`src/rtl/led_pkg.sv`:
```
// Shared types and helpers for the LED frame controller: FSM states, pixel
// widths and the per-byte brightness scaling used in the capture path.
package led_pkg;

   typedef enum logic [2:0] {
      IDLE     = 3'd0,
      FETCH    = 3'd1,
      WAIT     = 3'd2,
      SEND_BIT = 3'd3,
      SEND_RST = 3'd4
   } state_t;

   localparam int BPP_RGB  = 24;
   localparam int BPP_RGBW = 32;

   // bright+1 makes 255 an exact identity and 0 a hard blank.
   function automatic logic [7:0] scale8(input logic [7:0] c, input logic [7:0] bright);
      logic [15:0] prod;
      prod = {8'd0, c} * ({8'd0, bright} + 16'd1);
      return prod[15:8];
   endfunction

endpackage

```
`src/rtl/led_frame_ctl_if.sv`:
```
// Controller-side buses: synchronous pixel RAM read port and bit handoff to
// the downstream timing encoder.
interface led_frame_ctl_if #(
   parameter int BPP    = 24,
   parameter int ADDR_W = 6
);
   // RAM: rd_data is valid exactly one cycle after rd_en. Encoder: bit_rdy is a
   // one-cycle pulse offering bit_data (held until the next bit_rdy); the bit is
   // outstanding until the encoder pulses bit_done, and only then is another
   // bit offered. bit_done with nothing outstanding is ignored.
   logic              rd_en;
   logic [ADDR_W-1:0] rd_addr;
   logic [BPP-1:0]    rd_data;
   logic              bit_rdy;
   logic              bit_data;
   logic              bit_done;

   modport master (
      output rd_en, rd_addr, bit_rdy, bit_data,
      input  rd_data, bit_done
   );

   modport slave (
      input  rd_en, rd_addr, bit_rdy, bit_data,
      output rd_data, bit_done
   );
endinterface

```
`src/rtl/led_px_scaler.sv`:
```
// Combinational per-byte brightness scaler for one BPP-wide pixel word.
module led_px_scaler
   import led_pkg::*;
#(
   parameter int BPP = BPP_RGB
) (
   input  logic [BPP-1:0] px,
   input  logic [7:0]     bright,
   output logic [BPP-1:0] px_scaled
);

   for (genvar i = 0; i < BPP / 8; i++) begin : g_byte
      assign px_scaled[i*8 +: 8] = scale8(px[i*8 +: 8], bright);
   end

endmodule

```
`src/rtl/led_frame_ctl.sv`:
```
// Frame controller: fetches pixels from RAM, scales them, shifts them MSB
// first to the bit encoder, then holds the latch (reset) code.
module led_frame_ctl
   import led_pkg::*;
#(
   parameter int BPP    = BPP_RGB,
   parameter int ADDR_W = 6,
   parameter int CNT_W  = 7,
   parameter int RST_W  = 16
) (
   input  logic              clk_in,
   input  logic              rst_n_in,
   input  logic              start_in,
   input  logic              auto_in,
   input  logic              stop_in,
   input  logic [ADDR_W-1:0] start_addr_in,
   input  logic [CNT_W-1:0]  pix_cnt_in,
   input  logic [7:0]        bright_in,
   input  logic [RST_W-1:0]  rst_cnt_in,
   output logic              busy_out,
   output logic              frame_done_out,
   output state_t            dbg_state,
   led_frame_ctl_if.master   bus
);

   localparam int IDX_W = $clog2(BPP);

   state_t            state, state_nxt;
   logic [ADDR_W-1:0] addr_q;
   logic [CNT_W-1:0]  cnt_q;
   logic [7:0]        bright_q;
   logic [RST_W-1:0]  rst_len_q;
   logic [RST_W-1:0]  rst_ctr_q;
   logic              auto_q;
   logic [BPP-1:0]    shreg_q;
   logic [IDX_W-1:0]  bit_idx_q;
   logic              out_q;

   logic [BPP-1:0]    px_scaled;
   logic [RST_W-1:0]  rst_eff;
   logic              rst_last;
   logic              bit_counted;
   logic              last_bit;
   logic              restart;
   logic              relatch;

   led_px_scaler #(.BPP(BPP)) u_scaler (
      .px        (bus.rd_data),
      .bright    (bright_q),
      .px_scaled (px_scaled)
   );

   assign rst_eff     = (rst_len_q == '0) ? RST_W'(1) : rst_len_q;
   assign rst_last    = (state == SEND_RST) && (rst_ctr_q == rst_eff - RST_W'(1));
   assign bit_counted = (state == SEND_BIT) && out_q && bus.bit_done;
   assign last_bit    = (bit_idx_q == IDX_W'(BPP - 1));
   // A stop arriving in the very last latch cycle still cancels the restart.
   assign restart     = rst_last && auto_q && !stop_in;
   assign relatch     = ((state == IDLE) && start_in) || restart;

   always_ff @(posedge clk_in or negedge rst_n_in) begin
      if (!rst_n_in) state <= IDLE;
      else           state <= state_nxt;
   end

   always_comb begin
      state_nxt = state;
      case (state)
         IDLE:     if (start_in) state_nxt = (pix_cnt_in == '0) ? SEND_RST : FETCH;
         FETCH:    state_nxt = WAIT;
         WAIT:     state_nxt = SEND_BIT;
         SEND_BIT: if (bit_counted && last_bit)
                      state_nxt = (cnt_q == CNT_W'(1)) ? SEND_RST : FETCH;
         SEND_RST: if (rst_last) begin
                      if (restart) state_nxt = (pix_cnt_in == '0) ? SEND_RST : FETCH;
                      else         state_nxt = IDLE;
                   end
         default:  state_nxt = IDLE;
      endcase
   end

   always_comb begin
      bus.rd_en      = 1'b0;
      bus.rd_addr    = '0;
      bus.bit_rdy    = 1'b0;
      bus.bit_data   = shreg_q[BPP-1];
      busy_out       = (state != IDLE);
      frame_done_out = rst_last;
      dbg_state      = state;
      if (state == FETCH) begin
         bus.rd_en   = 1'b1;
         bus.rd_addr = addr_q;
      end
      if ((state == SEND_BIT) && !out_q) bus.bit_rdy = 1'b1;
   end

   always_ff @(posedge clk_in or negedge rst_n_in) begin
      if (!rst_n_in) begin
         addr_q    <= '0;
         cnt_q     <= '0;
         bright_q  <= '0;
         rst_len_q <= '0;
         rst_ctr_q <= '0;
         auto_q    <= 1'b0;
         shreg_q   <= '0;
         bit_idx_q <= '0;
         out_q     <= 1'b0;
      end else begin
         if (stop_in) auto_q <= 1'b0;
         case (state)
            WAIT: begin
               shreg_q   <= px_scaled;
               bit_idx_q <= '0;
               out_q     <= 1'b0;
            end
            SEND_BIT: begin
               if (!out_q) begin
                  out_q <= 1'b1;
               end else if (bus.bit_done) begin
                  out_q <= 1'b0;
                  // The final bit is not shifted out so bit_data holds until the next pixel loads.
                  if (last_bit) begin
                     bit_idx_q <= '0;
                     cnt_q     <= cnt_q - CNT_W'(1);
                     addr_q    <= addr_q + ADDR_W'(1);
                  end else begin
                     bit_idx_q <= bit_idx_q + IDX_W'(1);
                     shreg_q   <= shreg_q << 1;
                  end
               end
            end
            SEND_RST: rst_ctr_q <= rst_last ? '0 : rst_ctr_q + RST_W'(1);
            default: ;
         endcase
         if (relatch) begin
            addr_q    <= start_addr_in;
            cnt_q     <= pix_cnt_in;
            bright_q  <= bright_in;
            rst_len_q <= rst_cnt_in;
            auto_q    <= auto_in && !stop_in;
            rst_ctr_q <= '0;
         end
      end
   end

endmodule

```
`src/flat_wrapper.sv`:
```
// flat-port wrapper written by rule: the top's interface ports become plain ports
module led_frame_ctl_flat import led_pkg::*;
#(
   parameter int BPP    = BPP_RGB,
   parameter int ADDR_W = 6,
   parameter int CNT_W  = 7,
   parameter int RST_W  = 16
)
  (clk_in, rst_n_in, start_in, auto_in, stop_in, start_addr_in, pix_cnt_in, bright_in, rst_cnt_in, busy_out, frame_done_out, dbg_state, bus_rd_en, bus_rd_addr, bus_bit_rdy, bus_bit_data, bus_rd_data, bus_bit_done);
  led_frame_ctl_if #(.BPP(BPP), .ADDR_W(ADDR_W)) bus_i ();
  input  logic clk_in;
  input  logic rst_n_in;
  input  logic start_in;
  input  logic auto_in;
  input  logic stop_in;
  input  logic [ADDR_W-1:0] start_addr_in;
  input  logic [CNT_W-1:0] pix_cnt_in;
  input  logic [7:0] bright_in;
  input  logic [RST_W-1:0] rst_cnt_in;
  output logic busy_out;
  output logic frame_done_out;
  output state_t dbg_state;
  output wire logic [$bits(bus_i.rd_en)-1:0] bus_rd_en;
  output wire logic [$bits(bus_i.rd_addr)-1:0] bus_rd_addr;
  output wire logic [$bits(bus_i.bit_rdy)-1:0] bus_bit_rdy;
  output wire logic [$bits(bus_i.bit_data)-1:0] bus_bit_data;
  input wire logic [$bits(bus_i.rd_data)-1:0] bus_rd_data;
  input wire logic [$bits(bus_i.bit_done)-1:0] bus_bit_done;
  assign bus_rd_en = bus_i.rd_en;
  assign bus_rd_addr = bus_i.rd_addr;
  assign bus_bit_rdy = bus_i.bit_rdy;
  assign bus_bit_data = bus_i.bit_data;
  assign bus_i.rd_data = bus_rd_data;
  assign bus_i.bit_done = bus_bit_done;
  led_frame_ctl #(.BPP(BPP), .ADDR_W(ADDR_W), .CNT_W(CNT_W), .RST_W(RST_W)) u_core (.clk_in(clk_in), .rst_n_in(rst_n_in), .start_in(start_in), .auto_in(auto_in), .stop_in(stop_in), .start_addr_in(start_addr_in), .pix_cnt_in(pix_cnt_in), .bright_in(bright_in), .rst_cnt_in(rst_cnt_in), .busy_out(busy_out), .frame_done_out(frame_done_out), .dbg_state(dbg_state), .bus(bus_i));
endmodule
```
`config.mk`:
```
export PLATFORM = sky130hd
export DESIGN_NAME = led_frame_ctl_flat
export DESIGN_NICKNAME = d
export VERILOG_FILES = /design/src/rtl/led_pkg.sv /design/src/rtl/led_frame_ctl_if.sv /design/src/rtl/led_px_scaler.sv /design/src/rtl/led_frame_ctl.sv /design/src/flat_wrapper.sv
export SDC_FILE = /design/constraint.sdc
export NUM_CORES = 1
export LEC_CHECK = 0
export ABC_AREA = 1
export ABC_CLOCK_PERIOD_IN_PS = 12700
export BUFFER_PORTS_ARGS = -buffer_cell sky130_fd_sc_hd__buf_2
export CORE_ASPECT_RATIO = 1.4
export CORE_UTILIZATION = 55
export CTS_CLUSTER_DIAMETER = 40
export DETAILED_ROUTE_END_ITERATION = 12
export GPL_TIMING_DRIVEN = 0
export HOLD_SLACK_MARGIN = 0.15
export PLACE_DENSITY = 0.74
export SYNTH_ARGS = -nofsm -noshare
export SYNTH_HDL_FRONTEND = slang
export SYNTH_SLANG_ARGS = --single-unit
```
`constraint.sdc`:
```
create_clock -name clk_in -period 12.7 [get_ports clk_in]
set_input_delay 2.54 -clock clk_in [delete_from_list [all_inputs] [get_ports clk_in]]
set_output_delay 2.54 -clock clk_in [all_outputs]
set_load 0.03 [all_outputs]
```
* Yosys cells after proc, flatten, opt, wreduce, memory -nomap -nowiden *
Index checks and enable logic that the tools add are counted.
Widths: inputs -> output; s select.

storage, ports and cells
  input bits = 67
  register bits after elaboration = 87
  output and inout port bits = 14
  word-level logic and storage cells = 96

operators by class
  equality and inequality tests = 13
  multiplexer cells = 37
  reductions and logical operators = 27
  add/subtract/negate cells = 6
  $mul = 3

operators with widths
  operator               count
  $mux 24                3
  $mux 16                4
  $pmux 24 s2            1
  $mux 6                 6
  $mux 7                 5
  $mul 8x16->16          2
  $mux 3                 6
  $add 16x1->16 const B  1
  $eq 16x16->1           1
  $logic_not 16->1       1
  $mul 8x9->16           1
  $sub 16x1->16 const B  1
  $mux 5                 3
  $pmux 3 s5             1
  $reduce_bool 2->1      7
  $pmux 5 s2             1
  $add 8x1->9 const B    1
  $logic_and 1x1->1      9
  $reduce_and 4->1       2
  $eq 7x1->1 const B     1
  $logic_not 7->1        1
  $sub 7x1->7 const B    1
  $add 6x1->6 const B    1
  $eq 3x2->1 const B     2
  other kinds (13)       24

* Longest topological paths before layout *
  depth after elaboration = 10
  mapped depth = 28

* Cells and area by module *
From an unflattened synthesis, not the netlist that was laid out.

second synthesis, totals
  cells, all modules = 1785
  area, all modules = 12373.1 µm²

modules (own cells, without submodules)
  module         sequential area each (µm²)  area each (µm²)  instances  cells each
  led_px_scaler  0.0                         7014.2           1          1037
  led_frame_ctl  2177.1                      5358.9           1          748

* Worst setup path after synthesis *
OpenSTA, ideal clock, no wires.

  path kind = in2reg
  from = input port bus_rd_data[15]
  to = register u_core.shreg_q[14]
  setup time = 0.123 ns
  cell stages on the path = 19
  arrival time = 6.268 ns
  setup slack = 6.309 ns
  buffers on the path = 1
  cell sequence = clkbuf_2 nand2_1 fa_1 fa_1 inv_1 fa_1 inv_1 fa_1 inv_1 ha_1 nand2_1 o31ai_1 nand2_1 nand2_1 nand2_1 o21ai_1 nor2_1 o21ai_0 nand2_1

on the way
  cells in the longest elaborated chain, start to end = 2

ends and longest elaborated chain
  what                  RTL line              text
  start, declared       flat_wrapper.sv:27    input wire logic [$bits(bus_i.rd_data)-1:0] bus_rd_data;
  $mul 8x16->16         led_pkg.sv:19         prod = {8'd0, c} * ({8'd0, bright} + 16'd1);
  $pmux 24 s2           led_frame_ctl.sv:110  case (state)
  end signal, assigned  led_frame_ctl.sv:112  shreg_q <= px_scaled;
  end signal, assigned  led_frame_ctl.sv:128  shreg_q <= shreg_q << 1;
  end, declared         led_frame_ctl.sv:35   logic [BPP-1:0] shreg_q;

No other way between the ends.
A chain may end at the register's enable or synchronous reset.

* Worst setup path after layout *
  from = register u_core.bright_q[0]
  to = register u_core.shreg_q[14]

on the way
  cells in the longest elaborated chain, start to end = 3

ends and longest elaborated chain
  what                    RTL line              text
  start, declared         led_frame_ctl.sv:31   logic [7:0] bright_q;
  start signal, assigned  led_frame_ctl.sv:138  bright_q <= bright_in;
  $add 8x1->9             led_pkg.sv:19
  $mul 8x16->16           led_pkg.sv:19
  $pmux 24 s2             led_frame_ctl.sv:110

No other way between the ends.

==> results by group <==
Run status
  – Status: finished, final reports clean

GRT
  – Number of global-route vias before repair: 10020
  – First-pass GRT wire length: 45750 µm
  – GR Util met2: 50.77%
  – Initial antenna violation count: 0
  – Global-route layer with the greatest usage: met2
  – Total gr overflow: 0
  – M1 GR Usage: 31.48%
  – Gr usage total: 27.52%
  – GR Util met3: 3.067%
  – Largest net degree at the start of global routing: 64

Timing
  – Fin Hold WS: 0.4803 ns
  – Final hold viol count: 0
  – Worst-Margin Slew: 0.6854 ns
  – Slew headroom: 54.31%
  – Setup violations, final: 0
  – Final-report max-slew violation count: 0
  – Period utilization: 53.33%
  – Fmax: ~0.15 GHz
  – Final Skew: about 0.0088 ns
  – Post-route minimum period: 6.773 ns
  – RSZ-0062 raised after global routing: false
  – Final setup TNS: 0 ns

Route
  – WL/cell: 14.40 µm
  – Final ANT Viol Nets: 0
  – 1st-pass router iterations: 5
  – # DRC: 0
  – Initial DRC count: 600
  – Final wirelength: 27090 µm
  – Via count: around 10000
  – DR vias/cell: 5.238

Die
  – Number of placement rows: 61
  – Die Height: around 170 µm
  – I/O pins: 81
  – Initial Util: 56.74%
  – Die span in x: 123.6 µm
  – Full die area: 21300 µm²
  – Core area: 20070 µm²

Clock network
  – Clock Latency Late Sink: 0.35 ns
  – Root buf cell: clkbuf_16
  – Clock slew at reported path FFs: 0.07 ns
  – PostCTS Resize Cnt: 0
  – CTS tree: yes
  – Cts hold-fix bufs: 0
  – CTS Buf Count: 9
  – Post-CTS setup buffers: 0
  – Clock Sink Count: 87
  – H-Tree Depth: 3
  – CTS Buffer Depth: 2

Setup path
  – Worst setup path class: flip-flop to flip-flop
  – R2R Setup Slk: around 5.9 ns
  – Largest fanout on the critical path: 10
  – Worst EP required: 12.94 ns
  – Crit path DAT: approximately 7.0 ns
  – Worst setup EP type: flip-flop
  – Startpoint Class: flip-flop

Logic synthesis
  – Top FF cell, synth: dfrtp_1
  – Post-synth EDFFs: 0
  – FFs w/ async S/R, synth: 100.0%
  – Post-synthesis cell area: 11390 µm²
  – Netlist cell types: between 40 and 50
  – Yosys warning total: 0
  – Net Count, Synth: around 1800
  – Synth Register Bits: 87
  – Syn Area/Cell: 7.420 µm²
  – Seq/Total Area, Yosys: a little under a fifth
  – Mapped Cells: 1535

Run
  – Max_cap viols: 0

Finish
  – Fillers: 1832
  – Final instance area: 12410 µm²
  – P&R area growth vs syn: 8.964%
  – ANT cells: 0
  – Share of cells above drive strength 1: 9.638%
  – # nets final: 1914
  – Multi-input logic area: 7884 µm²
  – Reg area: 2177 µm²

Worst hold path
  – Worst hold path type: flip-flop to flip-flop

Placed design
  – Port Buf Inserts: 77
  – Gp weighted congestion: 0.9213
  – Post-place instance area: 12120 µm²
  – Detail Placement HPWL: ~23000 µm
-- synthesized netlist by cell type (4+ instances only) --
| master | number | area, µm² |
|---|---|---|
| o21ai_2 | 10 | 87.58 |
| xnor2_1 | 16 | 140.1 |
| buf_6 | 4 | 45.04 |
| o21ai_1 | 18 | 90.09 |
| nand3_1 | 56 | 280.3 |
| xor2_1 | 38 | 332.8 |
| clkbuf_1 | 24 | 90.09 |
| o22ai_1 | 4 | 25.02 |
| or2_2 | 12 | 75.07 |
| o21ai_0 | 61 | 305.3 |
| nand4_1 | 13 | 81.33 |
| nand2_1 | 354 | 1329 |
| nand2_2 | 12 | 75.07 |
| fa_1 | 120 | 2402 |
| dfrtp_1 | 87 | 2177 |
| a211oi_1 | 5 | 37.54 |
| nor3_1 | 18 | 90.09 |
| ha_1 | 103 | 1289 |
| inv_1 | 298 | 1119 |
| nand3b_1 | 4 | 30.03 |
| nor2_1 | 190 | 713.2 |
| a21oi_1 | 40 | 200.2 |
-- layer usage --
metal	part of all wire, %	up-vias
met1	39	4655
li1	-	4878
met3	4.0	61
met4	3.9	0
met5	0	-
met2	53	258
-- final timing paths --
kind / from / to / cells past startpoint
min in group asynchronous: rst_n_in / u_core.rst_ctr_q[11]$_DFFE_PN0P_ / 1
hold reg to reg: u_core.shreg_q[4]$_DFFE_PN0P_ / u_core.shreg_q[4]$_DFFE_PN0P_ / 2
setup / recovery: u_core.bright_q[0]$_DFFE_PN0N_ / u_core.shreg_q[14]$_DFFE_PN0P_ / 26
hold / removal: u_core.shreg_q[4]$_DFFE_PN0P_ / u_core.shreg_q[4]$_DFFE_PN0P_ / 2
setup reg to reg: u_core.bright_q[0]$_DFFE_PN0N_ / u_core.shreg_q[14]$_DFFE_PN0P_ / 26
max in group asynchronous: rst_n_in / u_core.shreg_q[13]$_DFFE_PN0P_ / 2
-- state kept, by name (all words and copies together) (netlist names) --
name	count
u_core.rst_ctr_q	16
u_core.out_q	1
u_core.cnt_q	7
u_core.bright_q	8
u_core.dbg_state	3
u_core.addr_q	6
u_core.auto_q	1
u_core.shreg_q	24
u_core.bit_idx_q	5
u_core.rst_len_q	16
-- cell type report --
class                   count  share of cell area, %
flip-flops and latches     87                  17.54
clock buffers              10                  1.926
inverters                 304                  9.194
well taps                 252                  2.541
multi-input cells        1108                  63.52
clock inverters             6                 0.4133
repair buffers             78                  3.347
plain buffers              36                  1.512
-- critical path, stage by stage (launching register included) --
cell	delay, ns
dfrtp_1	0.35
clkbuf_1	0.32
inv_1	0.34
nor3_1	0.34
nand2_1	0.12
o21ai_0	0.18
nand2_1	0.26
clkinv_1	0.29
clkbuf_1	0.47
nand2_1	0.13
fa_1	0.47
fa_1	0.49
inv_1	0.05
fa_1	0.53
inv_1	0.05
fa_1	0.52
inv_1	0.04
ha_1	0.29
nand2_1	0.08
o31ai_1	0.51
nand2_1	0.14
nand2_1	0.12
nand2_1	0.08
o21ai_1	0.19
nor2_1	0.06
o21ai_0	0.17
nand2_1	0.07
-- through the flow --
| step | utilization (%) | setup slack [ns] | cells |
|---|---|---|---|
| 5_1_grt | 61.83 | 5.404 | 1881 |
| 3_5_place_dp | 60.38 | 5.725 | 1865 |
| 3_3_place_gp | 60.23 | 5.762 | 1864 |
| 6_report | 61.83 | 5.927 | 1881 |
| 4_1_cts | 61.83 | 5.949 | 1881 |
| 2_1_floorplan | - | 6.309 | 1535 |
-- placed cells by master (no fill, tap or decap), drive strengths merged, types with 3 or more instances in the layout --
cell type	synthesis	layout
nor3	19	19
nand2	369	369
o21ai	89	89
clkinv	3	5
nand4	15	15
o211ai	3	3
or2	12	12
o22ai	4	4
xnor2	16	16
a21oi	40	40
dfrtp	87	87
nor2	196	196
ha	103	103
clkbuf	27	37
a211oi	5	5
fa	120	120
nand3b	4	4
buf	9	87
nand3	57	57
inv	301	304
xor2	38	38
-- kinds of logic (layout without fill, tap and decap cells) --
family | after synthesis | in the layout | synth area share [%]
buffers and inverters | 340 | 434 | 11.67
adders and majority gates | 223 | 223 | 32.41
DFF | 87 | 87 | 19.11
AOI/OAI and AO/OA | 155 | 155 | 7.690
and+or+nand+nor | 676 | 676 | 24.97
xor gates and xnor gates | 54 | 54 | 4.152
Power is left out: the tool's default activity adds up to more than one toggle a clock period on the data nets, which glitch-free logic cannot reach.
